--- src/rtl/cm_shr_arb.sv ---
// cm_shr_arb -- round-robin arbiter in front of a shared fixed-latency delay line.
//
// REQ_CNT requesters offer payloads with valid/ready. At most one is granted per
// cycle, scanning from a rotating pointer. The winner's payload is tagged with its
// ID and sent through an input stage plus LEN shift stages. Per-requester credit
// counters bound how many entries each requester may have in flight.
//
// Ports
//   i_clk    clock
//   i_rst    synchronous active-high reset; also forces o_ready to zero
//   i_valid  [REQ_CNT]          requester k offers data
//   i_data   [REQ_CNT] x DTYPE  requester payloads
//   o_ready  [REQ_CNT]          grant, one-hot or zero (combinational)
//   o_valid                     result valid, LEN+1 cycles after acceptance
//   o_id     [IDW]              requester ID of the result
//   o_data   DTYPE              result payload

// Credit counter for one requester. A returning result frees its credit in
// the same cycle, so a requester sitting at the limit may still be granted.
module cm_shr_arb_cred #(
    parameter int MAX_OUT = 2,
    parameter int CW      = 2
) (
    input  logic i_clk,
    input  logic i_rst,
    input  logic i_valid,
    input  logic i_ret,
    input  logic i_inc,
    output logic o_elig
);
    localparam logic [CW-1:0] MAXC = CW'(MAX_OUT);

    logic [CW-1:0] r_cnt;

    assign o_elig = i_valid && ((r_cnt < MAXC) || ((r_cnt == MAXC) && i_ret));

    always_ff @(posedge i_clk) begin
        if (i_rst)
            r_cnt <= '0;
        else if (i_inc && !i_ret)
            r_cnt <= r_cnt + CW'(1);
        else if (!i_inc && i_ret)
            r_cnt <= r_cnt - CW'(1);
    end
endmodule

module cm_shr_arb #(
    parameter int  REQ_CNT = 4,
    parameter int  LEN     = 3,
    parameter type DTYPE   = logic [7:0],
    parameter int  MAX_OUT = 2,
    localparam int IDW     = (REQ_CNT > 1) ? $clog2(REQ_CNT) : 1
) (
    input  logic                     i_clk,
    input  logic                     i_rst,
    input  logic [REQ_CNT-1:0]       i_valid,
    input  DTYPE [REQ_CNT-1:0]       i_data,
    output logic [REQ_CNT-1:0]       o_ready,
    output logic                     o_valid,
    output logic [IDW-1:0]           o_id,
    output DTYPE                     o_data
);
    localparam int CW = $clog2(MAX_OUT + 1);

    typedef struct packed {
        logic           valid;
        logic [IDW-1:0] id;
        DTYPE           data;
    } ent_t;

    logic [IDW-1:0]     r_ptr;
    ent_t               r_pipe [LEN+1];   // [0] is the input stage, [LEN] drives the outputs

    logic [REQ_CNT-1:0] w_ret;
    logic [REQ_CNT-1:0] w_elig;
    logic [REQ_CNT-1:0] w_gnt;
    logic               w_hit;
    logic [IDW-1:0]     w_gid;
    DTYPE               w_gdata;
    int                 w_idx;
    ent_t               w_in;

    // Per-requester return detect and credit tracking
    for (genvar k = 0; k < REQ_CNT; k++) begin : g_req
        assign w_ret[k] = o_valid && (o_id == IDW'(k));

        cm_shr_arb_cred #(
            .MAX_OUT (MAX_OUT),
            .CW      (CW)
        ) u_cred (
            .i_clk   (i_clk),
            .i_rst   (i_rst),
            .i_valid (i_valid[k]),
            .i_ret   (w_ret[k]),
            .i_inc   (w_gnt[k]),
            .o_elig  (w_elig[k])
        );
    end

    // First eligible requester at or after the pointer wins. Eligibility
    // already includes i_valid, so any grant is a transfer.
    always_comb begin
        w_gnt   = '0;
        w_hit   = 1'b0;
        w_gid   = '0;
        w_gdata = '0;
        w_idx   = 0;
        if (!i_rst) begin
            for (int i = 0; i < REQ_CNT; i++) begin
                w_idx = (int'(r_ptr) + i) % REQ_CNT;
                if (!w_hit && w_elig[w_idx]) begin
                    w_hit        = 1'b1;
                    w_gnt[w_idx] = 1'b1;
                    w_gid        = IDW'(w_idx);
                    w_gdata      = i_data[w_idx];
                end
            end
        end
    end

    assign o_ready = w_gnt;

    always_comb begin
        w_in       = '0;
        w_in.valid = w_hit;
        w_in.id    = w_gid;
        w_in.data  = w_gdata;
    end

    always_ff @(posedge i_clk) begin
        if (i_rst)
            r_ptr <= '0;
        else if (w_hit)
            r_ptr <= (w_gid == IDW'(REQ_CNT - 1)) ? '0 : w_gid + IDW'(1);
    end

    // Bubbles are loaded as all-zero so idle outputs read 0 rather than stale data.
    always_ff @(posedge i_clk) begin
        if (i_rst) begin
            for (int s = 0; s <= LEN; s++)
                r_pipe[s] <= '0;
        end else begin
            r_pipe[0] <= w_in;
            for (int s = 1; s <= LEN; s++)
                r_pipe[s] <= r_pipe[s-1];
        end
    end

    assign o_valid = r_pipe[LEN].valid;
    assign o_id    = r_pipe[LEN].id;
    assign o_data  = r_pipe[LEN].data;
endmodule

--- config.mk ---
export PLATFORM = sky130hd
export DESIGN_NAME = cm_shr_arb
export DESIGN_NICKNAME = d
export VERILOG_FILES = /design/src/rtl/cm_shr_arb.sv
export SDC_FILE = /design/constraint.sdc
export NUM_CORES = 1
export LEC_CHECK = 0
export ABC_AREA = 1
export BUFFER_PORTS_ARGS = -buffer_cell sky130_fd_sc_hd__buf_2
export CAP_MARGIN = 20
export CORE_UTILIZATION = 55
export DETAILED_ROUTE_END_ITERATION = 7
export PLACE_DENSITY = 0.78
export SLEW_MARGIN = 20
export SYNTH_ARGS = -nofsm -noshare
export SYNTH_HDL_FRONTEND = slang
export SYNTH_HIERARCHICAL = 1
export SYNTH_SLANG_ARGS = --single-unit
--- constraint.sdc ---
create_clock -name i_clk -period 3.2 [get_ports i_clk]
set_input_delay 0.48 -clock i_clk [delete_from_list [all_inputs] [get_ports i_clk]]
set_output_delay 0.48 -clock i_clk [all_outputs]
set_load 0.02 [all_outputs]
==> key figures <==
Route
  • Wire length per cell: 10.6 um
  • Via Count: 3225
  • Detailed Routing Iterations Pass 1: 5
  • Metal2 WL: about 3.2 mm
  • Via density: 4.89
  • Final WL: 6.96 mm
  • Metal-1 WL: 3.24 mm
  • Post-route ant nets: 0
  • DR iter-0 viols: around 180
  • Remaining DRCs: 0
  • DR top layer: met4
  • Detail Route met3 WL: 511 um

Critical path
  • Startpoint Class: flip-flop
  • Arrival @ worst endpoint: 2.49 ns
  • Worst Path Buf+Inv: 5
  • Worst Setup Path Type: flip-flop to output port
  • Max stage delay cell, worst path: dfxtp_1
  • Worst reg2reg path depth: 21
  • Largest stage delay, worst path: about 0.42 ns
  • WP depth: 16
  • Worst-path fanout max: 14
  • Crit-path cells: inv_1, nor3_2, nand2_1, a21boi_2, inv_1, nand2_1, nand3_2, nand2_4, inv_4, nand2_2, o22ai_1, a21oi_1, o21ai_0, nand2_1, inv_1, buf_2
  • Req. time, crit path: around 2.7 ns
  • CP Capture Type: output port
  • R2R Path Start: r_pipe[3][9]
  • Delay-heaviest family, CP: simple AND/OR/NAND/NOR gates
  • CP Launch Point: r_pipe[3][9]

Global route
  • Pin count of the biggest net entering global routing: 51
  • Initial antenna violation count: 0
  • All-Layer GR Usage: 0.229
  • Vias in the first global route: 2764
  • First-pass GRT wire length: around 12 mm
  • Gr ovfl total: 0

Placement
  • Placer Congestion: 0.867
  • PortBufs: 52
  • DP HPWL: 5.11 mm
  • Pre-CTS setup slack: 0.179 ns

Synth
  • Async SR Flop Fraction: 0
  • Top-count cell post-synth: nand2_1
  • Synth Area in Simple Gates: 0.316
  • Count of cell types in the netlist: 27
  • Combinational family with the most area after synthesis: simple AND/OR/NAND/NOR gates
  • Syn Std Cell Area: ~3300 um2
  • Compound-cell area share of the yosys netlist: 0.148
  • Synth area leaders: dfxtp_1 33%, nand2_1 13%, inv_1 12%
  • Avg Cell Area, Syn: 6.17 um2
  • Yosys warning total: 6
  • Syn Inst Count: 537
  • Post-Synth Adder-Cell Area: 0.0377
  • Post-synth top area share: 0.326
  • Predominant post-synthesis flop cell: dfxtp_1
  • Register bit total from synthesis: 54
  • Xor/xnor share of the synthesized area: 0
  • Mapped Nets: 585
  • Cell taking the most area after synthesis: dfxtp_1
  • Top post-synthesis cells by count: 113 x nand2_1, 107 x inv_1, 71 x nor2_1
  • Mux contribution to synthesized area: 0
  • EDFF count, synth: 0
  • Sequential element share of the synthesized area: 0.326

Die
  • Initial Util: 0.588
  • Top Ports: 53
  • Die area: 6340 um2
  • Std cell rows: 27
  • Floorplan Core Area: around 5600 um2
  • Die Wd: 79.6 um
  • Die Ht: 79.6 um

Hold path
  • Hold path depth: 2
  • Hold Path Class: flip-flop to flip-flop
  • Hold_sp: r_pipe[1][2]

Pwr
  • Pwr Total: around 3600 uW
  • Leakage Power: just under 0.002 uW
  • Net Switching: roughly 1800 uW
  • Share of total power in sequential cells: 0.249
  • Sw Ratio: 0.501
  • Peak VDD IR: 0.756 mV
  • Internal: roughly 1800 uW
  • PD cells: 958 nW/um2
  • Power share of the clock group: 0.109
  • Logic pwr share: 0.643

Timing
  • PnR worst setup slack: 0.227 ns
  • Max-slew violations: 0
  • Slew @ Worst Pin: 0.515 ns
  • Tcrit/Tclk final: 0.929
  • Final setup fails: 0
  • Final hold vios: 0
  • Hold WS: 0.395 ns
  • Worst Skew: ~0.0087 ns
  • Sum Neg Setup Slack: 0 ns
  • Fmax: 0.336 GHz
  • Relative slew slack: 0.656
  • Tmin final: 2.97 ns

Final layout
  • Final net count: 634
  • Layout cells sized above 1: 0.181
  • P&R area growth vs syn: 13.6%
  • Inserted Diodes: 0

CTS
  • Clock Tree Root: clkbuf_8
  • CTS Hold Bufs: 0
  • TritonCTS clock tree: yes
  • Clock latency at the later pin of the worst-skew pair: 0.30 ns
  • Clk slew on worst S/H paths: about 0.10 ns
  • # clock sinks: 54
  • Htree depth: 2
  • Clock tree buffer depth: 2
  • Num CTS Buffers: 5

Job
  • Max Cap Viol: 0

Outcome
  • Status: completed
flip-flops by register name, indices dropped and copies added, names as in the netlist:
| name | count |
|---|---|
| g_req.u_cred/r_cnt | 8 |
| r_pipe | 44 |
| r_ptr | 2 |
timing repair:
item | 4_1_cts | 5_1_grt
pin swaps | 1 | 2
setup endpoints to repair | 4 | 10
buffers inserted | 1 | 2
cloned | 0 | 0
gates resized for setup | 5 | 8
through the flow:
stage / utilization / instance area, um2 / instances
floorplan: - / 3320 / 537
global placement: 0.640 / 3610 / 648
detailed placement: 0.640 / 3610 / 648
CTS: 0.661 / 3730 / 657
global route: 0.668 / 3770 / 659
finish: 0.668 / 3770 / 659
routing by layer:
metal  GRT usage  vias to the layer above
met5           0                        -
met1       0.300                     1360
met4      0.0655                        0
met3      0.0251                        5
li1            -                     1746
met2       0.391                      114
cell families after synthesis:
| kind of cell | count (synthesis) |
|---|---|
| buffers and inverters | 139 |
| and+or+nand+nor | 240 |
| DFF | 54 |
| adders and majority gates | 10 |
| AOI/OAI and AO/OA | 94 |
cells in the final DEF (no fill, tap or decap), types with 2 or more instances in the layout:
cell      instances
o21ai_0          59
o22ai_1           2
ha_1             10
dfxtp_1          53
nand2_1         112
inv_1           107
clkbuf_8          5
nand2_2           8
o21ai_1          18
buf_4            15
nor3_2            4
nand3_1          22
buf_2            52
nand4_1          14
inv_2             6
a21oi_1           9
nor2_1           71
nand3_2           5
a21boi_2          2
path summary, 6_finish.rpt:
path / endpoint / slack [ns]
max: o_ready[3] / 0.23
min: r_pipe[2][2] / 0.40
max reg2reg: g_req[0].u_cred/r_cnt[1] / 0.48
min reg2reg: r_pipe[2][2] / 0.40
worst register-to-register path: cells and delay by family (launching register included):
| family | cells | cell delay (ns) |
|---|---|---|
| AO/OA/AOI/OAI | 4 | 0.42 |
| adder cells (fa/ha/maj) | 1 | 0.27 |
| buffers and inverters | 6 | 0.48 |
| flip-flops | 1 | 0.42 |
| AND/OR/NAND/NOR | 10 | 1.06 |
final cells by class:
cell class / count / area [um2]
clock buffers: 5 / 68.8
fillers: 541 / 1880
well taps: 72 / 90.1
flip-flops and latches: 54 / 1080
inverters: 114 / 430
repair buffers: 67 / 373
multi-input cells: 344 / 1690
clock inverters: 3 / 28.8
power by group through the flow:
stage	combinational [uW]	clock, uW	sequential [uW]
detailed placement	2230	0	911
global route	2640	430	914
global placement	2210	0	905
finish	2320	392	898
floorplan	1790	0	917
CTS	2260	404	897
No activity file was read; power rests on OpenSTA's default activity.
